**config.mk**
```make
export PLATFORM = sky130hd
export DESIGN_NAME = apb_soc_cfg_regs
export DESIGN_NICKNAME = d
export VERILOG_FILES = /design/src/rtl/apb_soc_cfg_pkg.sv /design/src/rtl/apb_wait_ctrl.sv /design/src/rtl/apb_soc_cfg_regs.sv
export SDC_FILE = /design/constraint.sdc
export NUM_CORES = 1
export LEC_CHECK = 0
export ABC_AREA = 1
export BUFFER_PORTS_ARGS = -buffer_cell sky130_fd_sc_hd__buf_2
export CAP_MARGIN = 20
export CORE_MARGIN = 3
export CORE_UTILIZATION = 40
export CTS_CLUSTER_DIAMETER = 80
export CTS_CLUSTER_SIZE = 40
export DETAILED_ROUTE_END_ITERATION = 10
export HOLD_SLACK_MARGIN = 0.06
export PLACE_DENSITY_LB_ADDON = 0.1
export SKIP_CTS_REPAIR_TIMING = 1
export SLEW_MARGIN = 20
export SYNTH_ARGS = -nofsm -noshare
export SYNTH_HDL_FRONTEND = slang
export SYNTH_SLANG_ARGS = --single-unit
```
**constraint.sdc**
```tcl
create_clock -name HCLK -period 2.4 [get_ports HCLK]
set_input_delay 0.12 -clock HCLK [delete_from_list [all_inputs] [get_ports HCLK]]
set_output_delay 0.12 -clock HCLK [all_outputs]
set_load 0.05 [all_outputs]
```
**src/rtl/apb_soc_cfg_pkg.sv**
```systemverilog
// Register map offsets, CTRL field layout and readback helper for the SoC config block.
// No logic: constants and types only.
// Shared by the register file and its bench-facing decode.
package apb_soc_cfg_pkg;

    localparam int unsigned BOOT_SHADOW_OFS = 'h00;
    localparam int unsigned CTRL_OFS        = 'h04;
    localparam int unsigned ACTIVE_BOOT_OFS = 'h08;
    localparam int unsigned GP_BASE_OFS     = 'h10;

    localparam int unsigned CTRL_COMMIT_BIT = 0;
    localparam int unsigned CTRL_LOCK_BIT   = 1;

    typedef struct packed {
        logic [15:0] rsvd_hi;
        logic [7:0]  commit_cnt;
        logic [4:0]  rsvd_lo;
        logic        pending;
        logic        lock;
        logic        commit;
    } ctrl_reg_t;

    // COMMIT is an action bit and always reads back as zero.
    function automatic logic [31:0] ctrl_rdata(input logic lock, input logic pending,
                                               input logic [7:0] cnt);
        ctrl_reg_t r;
        r            = '0;
        r.lock       = lock;
        r.pending    = pending;
        r.commit_cnt = cnt;
        return r;
    endfunction

endpackage

```
**src/rtl/apb_wait_ctrl.sv**
```systemverilog
// APB wait-state generator: holds PREADY low for WAIT_STATES access cycles.
// Latency: WAIT_STATES cycles after the first access cycle; access_done is combinational.
// Backpressure: PREADY is the only stall; counter clears whenever the access phase ends.
module apb_wait_ctrl #(
    parameter int unsigned WAIT_STATES = 0
) (
    input  logic clk,
    input  logic rst_n,
    input  logic psel,
    input  logic penable,
    output logic pready,
    output logic access_done
);

    localparam logic [1:0] WS_LIM = 2'(WAIT_STATES);

    logic [1:0] wait_cnt;
    logic       in_access;

    assign in_access = psel & penable;

    always_ff @(posedge clk or negedge rst_n) begin
        if (!rst_n) begin
            wait_cnt <= '0;
        end else if (!in_access || access_done) begin
            wait_cnt <= '0;
        end else if (wait_cnt != WS_LIM) begin
            wait_cnt <= wait_cnt + 2'd1;
        end
    end

    assign pready = (WAIT_STATES == 0) ? 1'b1 : (in_access && (wait_cnt == WS_LIM));

    // Gated by reset so a bus left mid-transfer during reset produces no response.
    assign access_done = in_access & pready & rst_n;

endmodule

```
**src/rtl/apb_soc_cfg_regs.sv**
```systemverilog
// APB config registers: shadow boot/GP words promoted to active outputs on COMMIT, sticky LOCK.
// Latency: response in the completing access cycle; active outputs update on that edge.
// Backpressure: WAIT_STATES PREADY-low cycles per access; no internal queuing.
module apb_soc_cfg_regs
    import apb_soc_cfg_pkg::*;
#(
    parameter int unsigned APB_ADDR_WIDTH = 12,
    parameter int unsigned NUM_GP         = 4,
    parameter logic [31:0] BOOT_RST_ADDR  = 32'h8000,
    parameter logic [31:0] GP_RST_VALUE   = 32'h0,
    parameter int unsigned WAIT_STATES    = 0
) (
    input  logic                      HCLK,
    input  logic                      HRESETn,
    input  logic [APB_ADDR_WIDTH-1:0] PADDR,
    input  logic [31:0]               PWDATA,
    input  logic                      PWRITE,
    input  logic                      PSEL,
    input  logic                      PENABLE,
    output logic [31:0]               PRDATA,
    output logic                      PREADY,
    output logic                      PSLVERR,
    output logic [31:0]               boot_addr_o,
    output logic [NUM_GP*32-1:0]      gp_cfg_o,
    output logic                      cfg_update_o,
    output logic                      cfg_locked_o
);

    localparam int unsigned IDX_W = APB_ADDR_WIDTH - 2;
    localparam logic [IDX_W-1:0] IDX_BOOT = IDX_W'(BOOT_SHADOW_OFS / 4);
    localparam logic [IDX_W-1:0] IDX_CTRL = IDX_W'(CTRL_OFS / 4);
    localparam logic [IDX_W-1:0] IDX_ACT  = IDX_W'(ACTIVE_BOOT_OFS / 4);
    localparam logic [IDX_W-1:0] IDX_GP0  = IDX_W'(GP_BASE_OFS / 4);

    logic [31:0]          boot_shadow;
    logic [31:0]          boot_active;
    logic [31:0]          gp_shadow [NUM_GP];
    logic [NUM_GP*32-1:0] gp_active;
    logic                 lock_q;
    logic                 pending_q;
    logic [7:0]           commit_cnt_q;
    logic                 cfg_update_q;

    logic                 access_done;
    logic [IDX_W-1:0]     word_idx;
    logic                 hit_boot, hit_ctrl, hit_act, any_gp, mapped;
    logic [NUM_GP-1:0]    gp_hit;
    logic [31:0]          gp_rdata;
    logic [31:0]          rd_data;
    logic                 slv_err, wr_ok, do_commit, set_lock, shadow_wr;
    logic                 unused_addr_lsb;

    apb_wait_ctrl #(
        .WAIT_STATES (WAIT_STATES)
    ) u_wait_ctrl (
        .clk         (HCLK),
        .rst_n       (HRESETn),
        .psel        (PSEL),
        .penable     (PENABLE),
        .pready      (PREADY),
        .access_done (access_done)
    );

    assign word_idx        = PADDR[APB_ADDR_WIDTH-1:2];
    assign unused_addr_lsb = ^PADDR[1:0];

    always_comb begin
        hit_boot = (word_idx == IDX_BOOT);
        hit_ctrl = (word_idx == IDX_CTRL);
        hit_act  = (word_idx == IDX_ACT);
        gp_hit   = '0;
        gp_rdata = '0;
        for (int i = 0; i < NUM_GP; i++) begin
            if (word_idx == IDX_GP0 + IDX_W'(i)) begin
                gp_hit[i] = 1'b1;
                gp_rdata  = gp_shadow[i];
            end
        end
    end

    assign any_gp = |gp_hit;
    assign mapped = hit_boot | hit_ctrl | hit_act | any_gp;

    // ACTIVE_BOOT is never writable; everything else writable is frozen by LOCK.
    assign slv_err = !mapped
                   | (PWRITE & hit_act)
                   | (PWRITE & lock_q & (hit_boot | hit_ctrl | any_gp));

    assign wr_ok     = access_done & PWRITE & !slv_err;
    assign do_commit = wr_ok & hit_ctrl & PWDATA[CTRL_COMMIT_BIT];
    assign set_lock  = wr_ok & hit_ctrl & PWDATA[CTRL_LOCK_BIT];
    assign shadow_wr = wr_ok & (hit_boot | any_gp);

    always_comb begin
        rd_data = '0;
        if (hit_boot)      rd_data = boot_shadow;
        else if (hit_ctrl) rd_data = ctrl_rdata(lock_q, pending_q, commit_cnt_q);
        else if (hit_act)  rd_data = boot_active;
        else if (any_gp)   rd_data = gp_rdata;
    end

    assign PRDATA  = (access_done && !PWRITE && !slv_err) ? rd_data : '0;
    assign PSLVERR = access_done & slv_err;

    always_ff @(posedge HCLK or negedge HRESETn) begin
        if (!HRESETn) begin
            boot_shadow <= BOOT_RST_ADDR;
            for (int i = 0; i < NUM_GP; i++) gp_shadow[i] <= GP_RST_VALUE;
        end else begin
            if (wr_ok && hit_boot) boot_shadow <= PWDATA;
            for (int i = 0; i < NUM_GP; i++) begin
                if (wr_ok && gp_hit[i]) gp_shadow[i] <= PWDATA;
            end
        end
    end

    always_ff @(posedge HCLK or negedge HRESETn) begin
        if (!HRESETn) begin
            boot_active <= BOOT_RST_ADDR;
            gp_active   <= {NUM_GP{GP_RST_VALUE}};
        end else if (do_commit) begin
            boot_active <= boot_shadow;
            for (int i = 0; i < NUM_GP; i++) gp_active[32*i +: 32] <= gp_shadow[i];
        end
    end

    always_ff @(posedge HCLK or negedge HRESETn) begin
        if (!HRESETn) begin
            lock_q       <= 1'b0;
            pending_q    <= 1'b0;
            commit_cnt_q <= '0;
            cfg_update_q <= 1'b0;
        end else begin
            cfg_update_q <= do_commit;
            if (set_lock)       lock_q    <= 1'b1;
            if (do_commit)      pending_q <= 1'b0;
            else if (shadow_wr) pending_q <= 1'b1;
            if (do_commit)      commit_cnt_q <= commit_cnt_q + 8'd1;
        end
    end

    assign boot_addr_o  = boot_active;
    assign gp_cfg_o     = gp_active;
    assign cfg_update_o = cfg_update_q;
    assign cfg_locked_o = lock_q;

endmodule

```
==> flow_metrics.py <==
metrics = {
    "final_layout": {
        "fin_nets": 2051,
        "diodes": 0,
        "drive_above_1_share_pct": 17.14,
        "area_delta_synth_final_pct": 19.35,
    },
    "power": {
        "p_leak_uw": 0.009490,
        "power_density_nw_per_um2": 570.7,
        "irDropWorstVdd_mv": 0.4220,
    },
    "placed_design": {
        "place_congestion": 0.8646,
        "portBuffers": 241,
        "dp_hpwl_um": 31130,
    },
    "timing": {
        "whs_ps": 53.79,
        "fin_skew_ps": 21.96,
        "final-hold-violation-count": 0,
        "tns_ps": 0,
        "period_needed_ps": 2233,
        "rsz0062_at_grt": "yes",
        "setup_viol": 0,
        "drv_slew": 0,
        "worst_slew_pin_slew_ps": 830.4,
        "finalCritPeriodShare_pct": 93.05,
        "relSlewSlack_pct": 44.64,
        "clock.fmax_mhz": 447.8,
    },
    "logic_synthesis": {
        "yosysUniqueCellTypes": 31,
        "yosys.area.top_type_share_pct": 56.95,
        "syn_nets": 1811,
        "syn_area_um2": 14460,
        "synthTopCellsByArea": "dfrtp_1 (57%), nand2_1 (19%), o21ai_0 (4.6%)",
        "avgSynthCellArea_um2": 8.208,
        "ys_ff_latch": 331,
        "synth_cells": 1761,
        "synth.yosys.seq_area_share_pct": 57.32,
        "synth_top_cell_by_area": "dfrtp_1",
        "yosys_warnings": 0,
    },
    "global_route": {
        "grt_max_degree": 141,
        "grt_pass1_wl_um": 69460,
        "grt_use_total_pct": 22.84,
        "grt_pass1_vias": 11320,
        "grt.overflow.total": 0,
        "grt_antenna_before_repair": 2,
    },
    "setup_path": {
        "critPathRequiredTime_ps": 2280,
        "arrival_ps": 2110,
        "crit_path_start_kind": "primary input",
        "crit_path_max_fanout": 12,
        "critPathLaunch": "PADDR[9]",
        "worst-setup-path-type": "primary input to output port",
        "critPathCaptureType": "output port",
        "reg2reg_from": "cfg_locked_o",
    },
    "clock_network": {
        "cts_buffers": 19,
        "clk_latency_ps": 520,
        "cts_tree": "built",
        "clockRootBuffer": "clkbuf_16",
        "clkSlewWorstSetupHoldPaths_ps": 120,
        "cts.sinks": 331,
        "clockBufferDepth": 3,
        "cts_max_level": 1,
    },
    "route": {
        "viasPerCell": 4.950,
        "drc_errors": 0,
        "drtIter0Drc": 1053,
        "firstDrtPassIters": 5,
        "wire_per_inst_um": 18.15,
        "totalWireLength_um": 44800,
        "ant_nets": 0,
        "vias": 12220,
    },
    "run": {
        "max-cap-violations": 0,
    },
    "die": {
        "die_area_um2": 38460,
        "initial_core_util_pct": 41.24,
        "core_um2": 35050,
        "pin_count": 245,
        "core.rowCount": 68,
        "fp.dieW_um": 196.1,
        "die_h_um": 196.1,
    },
    "run_status": {
        "outcome": "complete, no violations",
    },
    "hold_path": {
        "hold_path.class": "primary input to register",
        "min-delay-start": "PADDR[5]",
    },
}
## sequential cells by signal (all words and copies together) (netlist names)
register	cells
gp_cfg_o	128
gp_shadow	128
boot_addr_o	32
boot_shadow	32
commit_cnt_q	8
cfg_locked_o	1
cfg_update_o	1
pending_q	1
## metrics by stage
| step | cells | worst slack [ps] | total power [µW] | area (µm²) | utilization, % |
|---|---|---|---|---|---|
| floorplan | 1761 | 629.3 | 5754 | 14460 | - |
| global placement | 2401 | 175.7 | 5985 | 16190 | 46.18 |
| detailed placement | 2401 | 115.6 | 5984 | 16190 | 46.18 |
| CTS | 2434 | 163.2 | 9945 | 16900 | 48.20 |
| global route | 2468 | 3.688 | 10190 | 17250 | 49.22 |
| finish | 2468 | 166.8 | 9846 | 17250 | 49.22 |
## report_power, final
group	internal (µW)	switching (µW)
Sequential	5570	0.0548
Combinational	88.4	249
Clock	1690	2250
Total	7350	2500
## metal layers
metal	track usage, %	vias up	share of wire, %	wire (µm)
met3	3.795	32	7.5	3371
met1	38.64	5804	51	22880
li1	-	6016	-	-
met2	30.73	361	40	17980
met4	3.459	4	1.2	546
met5	0	-	0.049	22
## synth_stat cells
cell type  count
buf_4         13
nand3_1       80
o21ai_0      133
nor3_1         2
clkbuf_2       4
nor2_4         1
nand4_1        8
a21o_1         1
ha_1           1
nand2_4        5
nor2_2         6
nand2_1      724
a21oi_1       43
nand4_4        1
nor3_4         1
dfrtp_1      329
xor2_1         3
o21ai_1      131
o22ai_1       10
inv_1        146
inv_4          1
nor2_1        20
conb_1         1
xnor2_1        3
clkbuf_1      33
nor2_8         1
dfstp_2        2
inv_2          7
buf_2         48
nand2_2        2
clkinv_1       1
## path summary, 6_finish.rpt
| kind | endpoint | slack [ps] | depth (start not counted) |
|---|---|---|---|
| worst max-delay path | PRDATA[14] | 170 | 12 |
| worst min-delay path | commit_cnt_q[2] | 50 | 6 |
| worst max register to register | gp_shadow[8] | 660 | 5 |
| worst min register to register | gp_cfg_o[59] | 480 | 2 |
| max in group asynchronous | boot_addr_o[17] | 760 | 4 |
| min in group asynchronous | boot_addr_o[13] | 430 | 3 |
## placed cells by master, fill, tap and decap left out, types with 5 or more instances in the layout
master,count
nand2_1,723
inv_1,145
a21oi_1,43
nor2_2,5
buf_2,240
clkbuf_16,19
o22ai_1,10
buf_12,9
inv_2,7
o21ai_1,134
nand4_1,8
dfrtp_1,329
dlygate4sd3_1,34
o21ai_0,130
nor2_1,20
nand2_4,5
buf_4,32
nand3_1,80
## worst max-delay path: stages
cell,delay [ps]
buf_2,90
nor2_1,140
nand2_1,150
nor2_4,210
nand2_1,80
buf_4,200
o21ai_0,380
o21ai_0,240
nand2_1,100
nand2_1,80
inv_1,60
buf_2,250
## kinds of logic after synthesis
kind of cell               synth area share (%)
other                                   0.02594
xor gates and xnor gates                 0.3636
DFF                                       57.32
adders and majority gates               0.08654
and+or+nand+nor                           23.72
buffers and inverters                     7.375
AOI/OAI and AO/OA                         11.11
## final cells by class
cell class              instances  area (µm²)
clock inverters                13       221.5
inverters                     155       588.1
fillers                      3494       17800
well taps                     455       569.3
clock buffers                  20       489.2
repair buffers                317        1988
flip-flops and latches        331        8285
multi-input cells            1177        5111
No activity file was read; power rests on OpenSTA's default activity.
